### src/rtl/c3aibadapt_cmn_occ_pkg.sv
// OCC burst controller shared definitions.
// State codes and the masked max-burst reduction.
package c3aibadapt_cmn_occ_pkg;

  localparam logic [1:0] OCC_IDLE  = 2'b00;
  localparam logic [1:0] OCC_BURST = 2'b01;
  localparam logic [1:0] OCC_DONE  = 2'b10;

  localparam int OCC_MAX_CH = 8;

  // Fields are w bits wide, packed from bit 0; up to 8 channels of 8 bits.
  function automatic logic [7:0] occ_max_burst(
    input logic [63:0] burst,
    input logic [7:0]  mask,
    input int          nch,
    input int          w
  );
    logic [7:0]  m;
    logic [7:0]  f;
    logic [7:0]  lim;
    logic [63:0] sh;
    m   = '0;
    lim = 8'hff >> (8 - w);
    for (int i = 0; i < OCC_MAX_CH; i++) begin
      sh = burst >> (i * w);
      f  = sh[7:0] & lim;
      if (i < nch && mask[i] && f > m)
        m = f;
    end
    return m;
  endfunction

endpackage

### src/rtl/c3aibadapt_cmn_occ_bitsync_n.sv
// N-stage single-bit synchronizer, async active-low reset.
// Output is the input after DEPTH capture edges.
module c3aibadapt_cmn_occ_bitsync_n #(
  parameter int DEPTH = 3
) (
  input  logic clk,
  input  logic rst_n,
  input  logic d_i,
  output logic q_o
);

  logic [DEPTH-1:0] sync_q;

  always_ff @(posedge clk or negedge rst_n) begin
    if (!rst_n) sync_q <= '0;
    else        sync_q <= {sync_q[DEPTH-2:0], d_i};
  end

  assign q_o = sync_q[DEPTH-1];

endmodule

### src/rtl/c3aibadapt_cmn_occ_burst_ctrl.sv
// Multi-channel OCC clock-enable burst generator for ATPG capture.
// One synchronized occ_enable rise yields per-channel enable bursts.
module c3aibadapt_cmn_occ_burst_ctrl #(
  parameter int NUM_CH     = 2,
  parameter int CNT_W      = 3,
  parameter int SYNC_DEPTH = 3
) (
  input  logic                    clk,
  input  logic                    rst_n,
  input  logic                    scan_enable,
  input  logic                    atpg_mode,
  input  logic                    occ_enable,
  input  logic [NUM_CH*CNT_W-1:0] burst_cnt,
  input  logic [NUM_CH-1:0]       ch_mask,
  output logic [NUM_CH-1:0]       occ_clken,
  output logic                    busy,
  output logic                    done
);

  import c3aibadapt_cmn_occ_pkg::*;

  localparam logic [CNT_W-1:0] ONE = CNT_W'(1);

  logic                    s;
  logic                    s_d_q;
  logic                    rise_q;
  logic                    abort;
  logic [1:0]              state_q, state_d;
  logic [CNT_W-1:0]        cnt_q, cnt_d;
  logic [NUM_CH*CNT_W-1:0] bc_q, bc_d;
  logic [NUM_CH-1:0]       mask_q, mask_d;
  logic [NUM_CH-1:0]       clken_q, clken_d;
  logic [CNT_W-1:0]        mb_in;
  logic [CNT_W-1:0]        mb_lat;

  c3aibadapt_cmn_occ_bitsync_n #(
    .DEPTH(SYNC_DEPTH)
  ) u_sync (
    .clk  (clk),
    .rst_n(rst_n),
    .d_i  (occ_enable),
    .q_o  (s)
  );

  assign mb_in  = CNT_W'(occ_max_burst(64'(burst_cnt), 8'(ch_mask),
                                       NUM_CH, CNT_W));
  assign mb_lat = CNT_W'(occ_max_burst(64'(bc_q), 8'(mask_q),
                                       NUM_CH, CNT_W));
  assign abort  = scan_enable | ~atpg_mode;

  always_comb begin
    state_d = state_q;
    cnt_d   = cnt_q;
    bc_d    = bc_q;
    mask_d  = mask_q;
    clken_d = '0;
    if (abort) begin
      state_d = OCC_IDLE;
      cnt_d   = '0;
    end else begin
      unique case (state_q)
        OCC_IDLE: begin
          cnt_d = '0;
          if (rise_q) begin
            bc_d    = burst_cnt;
            mask_d  = ch_mask;
            state_d = (mb_in != '0) ? OCC_BURST : OCC_DONE;
          end
        end
        OCC_BURST: begin
          for (int i = 0; i < NUM_CH; i++)
            clken_d[i] = mask_q[i] &
                         (cnt_q < bc_q[i*CNT_W +: CNT_W]);
          if (cnt_q == mb_lat - ONE) state_d = OCC_DONE;
          else                       cnt_d   = cnt_q + ONE;
        end
        OCC_DONE: begin
          if (!s) state_d = OCC_IDLE;
        end
        default: state_d = OCC_IDLE;
      endcase
    end
  end

  always_ff @(posedge clk or negedge rst_n) begin
    if (!rst_n) begin
      s_d_q   <= 1'b0;
      rise_q  <= 1'b0;
      state_q <= OCC_IDLE;
      cnt_q   <= '0;
      bc_q    <= '0;
      mask_q  <= '0;
      clken_q <= '0;
    end else begin
      s_d_q   <= s;
      rise_q  <= s & ~s_d_q;
      state_q <= state_d;
      cnt_q   <= cnt_d;
      bc_q    <= bc_d;
      mask_q  <= mask_d;
      clken_q <= clken_d;
    end
  end

  assign occ_clken = atpg_mode ? clken_q : {NUM_CH{1'b1}};
  assign busy      = (state_q == OCC_BURST);
  assign done      = (state_q == OCC_DONE);

endmodule

### config.mk
export PLATFORM = sky130hd
export DESIGN_NAME = c3aibadapt_cmn_occ_burst_ctrl
export DESIGN_NICKNAME = d
export VERILOG_FILES = /design/src/rtl/c3aibadapt_cmn_occ_pkg.sv /design/src/rtl/c3aibadapt_cmn_occ_bitsync_n.sv /design/src/rtl/c3aibadapt_cmn_occ_burst_ctrl.sv
export SDC_FILE = /design/constraint.sdc
export NUM_CORES = 1
export LEC_CHECK = 0
export ABC_AREA = 1
export CORE_ASPECT_RATIO = 1.25
export CORE_UTILIZATION = 49
export CTS_CLUSTER_SIZE = 12
export DETAILED_ROUTE_END_ITERATION = 12
export HOLD_SLACK_MARGIN = 0.03
export PLACE_DENSITY = 0.78
export SLEW_MARGIN = 20
export SYNTH_ARGS = -nofsm -noshare
export SYNTH_HDL_FRONTEND = slang
export SYNTH_HIERARCHICAL = 1
export SYNTH_SLANG_ARGS = --single-unit
### constraint.sdc
create_clock -name clk -period 2.2 [get_ports clk]
set_clock_uncertainty 0.2 [all_clocks]
set_input_delay 0.44 -clock clk [delete_from_list [all_inputs] [get_ports clk]]
set_output_delay 0.44 -clock clk [all_outputs]
set_load 0.005 [all_outputs]
==> results.txt <==
Crit-path max FO -> 5
Initial DRC Count -> 51
Die area -> 2850 µm²
I/O pins -> 17
Net Count, Synth -> 182
CTS buffer count -> 3
Detailed placer's ending HPWL -> 2.43 mm
Max_slew headroom -> 76.9%
Transition time of the tightest slew-check pin -> 0.347 ns
Final ANT Viol Nets -> 0
Syn Area/Cell -> 8.22 µm²
Hold_buf cts -> 0
Initial antenna violation count -> 0
Hold Violations, Final -> 0
Post-synth cell types -> 29
Clk_lat worst skew -> 0.31 ns
Data arrival, critical path -> 2.50 ns
Final worst slack -> -0.284 ns
Routed vias/inst -> 5.49
Worst path top cell family by delay -> simple AND/OR/NAND/NOR gates
Overall Power -> 2.01 mW
PortBufs -> 16
Area of the mapped netlist -> 1290 µm²
Period utilisation layout -> 113%
Gr usage total -> 28.5%
First-pass GRT wire length -> 5.60 mm
DR vias -> 1,372
Total of max-cap violations -> 0
Critical path buffers and inverters -> 2
Fmax -> 403 MHz
Largest cells by area after synthesis -> dfrtp_1, ha_1, nand2_1
Routed WL per cell -> 15.0 µm
Maximum clock path buffer count -> 2
RSZ-0062 raised after global routing -> yes
Share of cells above drive strength 1 -> 41.9%
Crit end category -> register
Vias in the first global route -> 1,345
Routability cong. -> 0.848
Switching share of power -> 38.3%
Worst setup path class -> register to register
Power Internal -> 1.24 mW
CTS tree -> done
Final Setup Violations -> 5
Clk sinks -> 20
Layout area overhead -> 56.3%
Diodes inserted -> 0
Mapped Cells -> 157
Most common cell on crit path -> nand2_2
Num rows -> 20
First drt pass iteration count -> 5
PD cells -> 996 nW/µm²
Status -> finished, violations left
H-tree levels -> 1
Leakage -> 1.01 nW
Top-area cell type share of the netlist area -> 38.8%
Worst path cell trace -> nand2_2, inv_2, ha_4, nand3_2, nand2_2, inv_4, nand2_4, nand2_2, nand2_2, ha_4, xnor2_2, nand3b_1, nand2_2, nand3_2, nand4_1, nand2_1
Largest net degree at the start of global routing -> 21
Final Util -> 82.3%
Synth Warn # -> 6
Reg power frac -> 23.2%
HP Class -> register to register
Die Width -> 47.9 µm
Combinational Power Share -> 61.8%
Clk pwr share -> 15.0%
Seq/Total Area, Yosys -> 38.8%
Reg clk slew, reported paths -> 0.12 ns
Area leader, netlist -> dfrtp_1
Fin crit period -> 2.48 ns
Root Driver -> clkbuf_4
Crit path largest cell delay -> 0.47 ns
Slowest stage cell, crit path -> dfrtp_2
Die span in y -> 59.4 µm
CP startpoint kind -> register
Sw Pwr -> 0.771 mW
DRC violations left -> 0
Slew Limit Fails -> 0
Yosys reg bits -> 20
Routed WL -> 3.76 mm
CP Data Required Time -> 2.22 ns
Max rail drop VDD -> 0.739 mV
# nets final -> 243
Initial Util -> 52.7%
Placeable Area -> 2450 µm²
Failing checks -> setup timing
Overflow after GRT -> 0
## cells in the mapped netlist
cell	count
inv_1	17
nand3_1	19
o31ai_1	1
buf_2	1
nor3_4	1
nor2_2	1
a21oi_2	1
xor2_1	1
nand2_2	7
ha_1	12
nand2_1	26
o21ai_0	2
o211ai_1	2
o21ai_1	3
o21a_1	1
xnor2_1	1
or2_2	2
inv_2	5
nand3b_1	2
dfrtp_1	20
nand4_1	3
a211oi_1	1
mux2_1	2
nand2_4	1
nor2_4	1
nor2_1	13
nor3_1	2
a21oi_1	7
nand3_2	2
## cell type report
type	instances	area [µm²]
multi-input combinational	114	870
sequential	20	502
timing repair buffer	57	468
fill	163	434
inverter	22	85.1
tap	33	41.3
clock inverter	1	30.0
clock buffer	3	22.5
## worst paths after layout
path / from / endpoint / slack (ns) / depth (start not counted)
setup / recovery: mask_q[0]$_DFFE_PN0P_ / cnt_q[1]$_DFFE_PN0P_ / -0.28 / 16
hold / removal: u_sync/sync_q[1]$_DFF_PN0_ / u_sync/sync_q[2]$_DFF_PN0_ / 0.18 / 0
setup reg to reg: mask_q[0]$_DFFE_PN0P_ / cnt_q[1]$_DFFE_PN0P_ / -0.28 / 16
hold reg to reg: u_sync/sync_q[1]$_DFF_PN0_ / u_sync/sync_q[2]$_DFF_PN0_ / 0.18 / 0
max in group asynchronous: rst_n / mask_q[0]$_DFFE_PN0P_ / 1.31 / 2
min in group asynchronous: rst_n / u_sync/sync_q[0]$_DFF_PN0_ / 0.24 / 2
## flip-flops by register name, summed over array words and instances, names as in the netlist
| name | cells |
|---|---|
| rise_q | 1 |
| mask_q | 2 |
| bc_q | 6 |
| s_d_q | 1 |
| state_q | 2 |
| u_sync/sync_q | 3 |
| cnt_q | 3 |
| clken_q | 2 |
## layer usage
metal	track usage, %	wire [µm]	up-vias
met5	0	0	-
met4	19.4	234	0
met3	4.27	138	25
met2	47.1	1960	53
met1	32.1	1430	650
li1	-	-	644
## what timing repair did
item / CTS / global route
pin swaps: 12 / 7
setup buffers: 12 / 2
gates resized for setup: 14 / 9
endpoints found under the setup margin: 7 / 7
## placed cells by master, fill, tap and decap left out, types with 2 or more instances in the layout
cell / n
nand4_1: 3
inv_2: 9
o211ai_1: 2
inv_1: 12
nand3b_1: 2
nand2_4: 4
buf_4: 41
clkbuf_4: 3
dlygate4sd2_1: 2
nand2_1: 22
ha_4: 4
mux2_1: 2
nand2_2: 8
nand3_1: 12
ha_1: 8
or2_2: 2
dfrtp_1: 19
nor2_1: 11
nor2_4: 3
nand3_4: 3
a21oi_1: 7
nor3_1: 2
clkdlybuf4s50_1: 13
nand3_2: 6
o21ai_1: 3
## stage by stage
| step | hold WS, ns | setup slack [ns] | setup TNS (ns) | std cells | instance area [µm²] |
|---|---|---|---|---|---|
| 2_1_floorplan | -0.0556 | -0.0720 | -0.299 | 157 | 1370 |
| 3_3_place_gp | 0.142 | -0.385 | -1.45 | 232 | 1770 |
| 3_5_place_dp | 0.142 | -0.503 | -1.91 | 232 | 1770 |
| 4_1_cts | 0.179 | -0.247 | -1.17 | 248 | 1970 |
| 5_1_grt | 0.182 | -0.439 | -2.16 | 250 | 2020 |
| 6_report | 0.176 | -0.284 | -1.34 | 250 | 2020 |
## cell families (layout without fill, tap and decap cells)
logic type      count (synthesis)  count (layout)  synth area share (%)
flops                          20              20                  38.8
compound gates                 18              18                  8.24
xor+xnor                        2               2                  1.36
mux                             2               2                  1.74
fa+ha+maj                      12              12                  11.6
buf+inv                        23              83                  6.78
simple gates                   80              80                  31.5
## power groups by stage
stage               clock [mW]  combinational, mW  sequential, mW
floorplan                    0              0.623           0.459
global placement             0              0.899           0.461
detailed placement           0              0.942           0.466
CTS                      0.305               1.11           0.465
global route             0.319               1.35           0.473
finish                   0.302               1.24           0.466
Power figures use the tool's default switching activity.
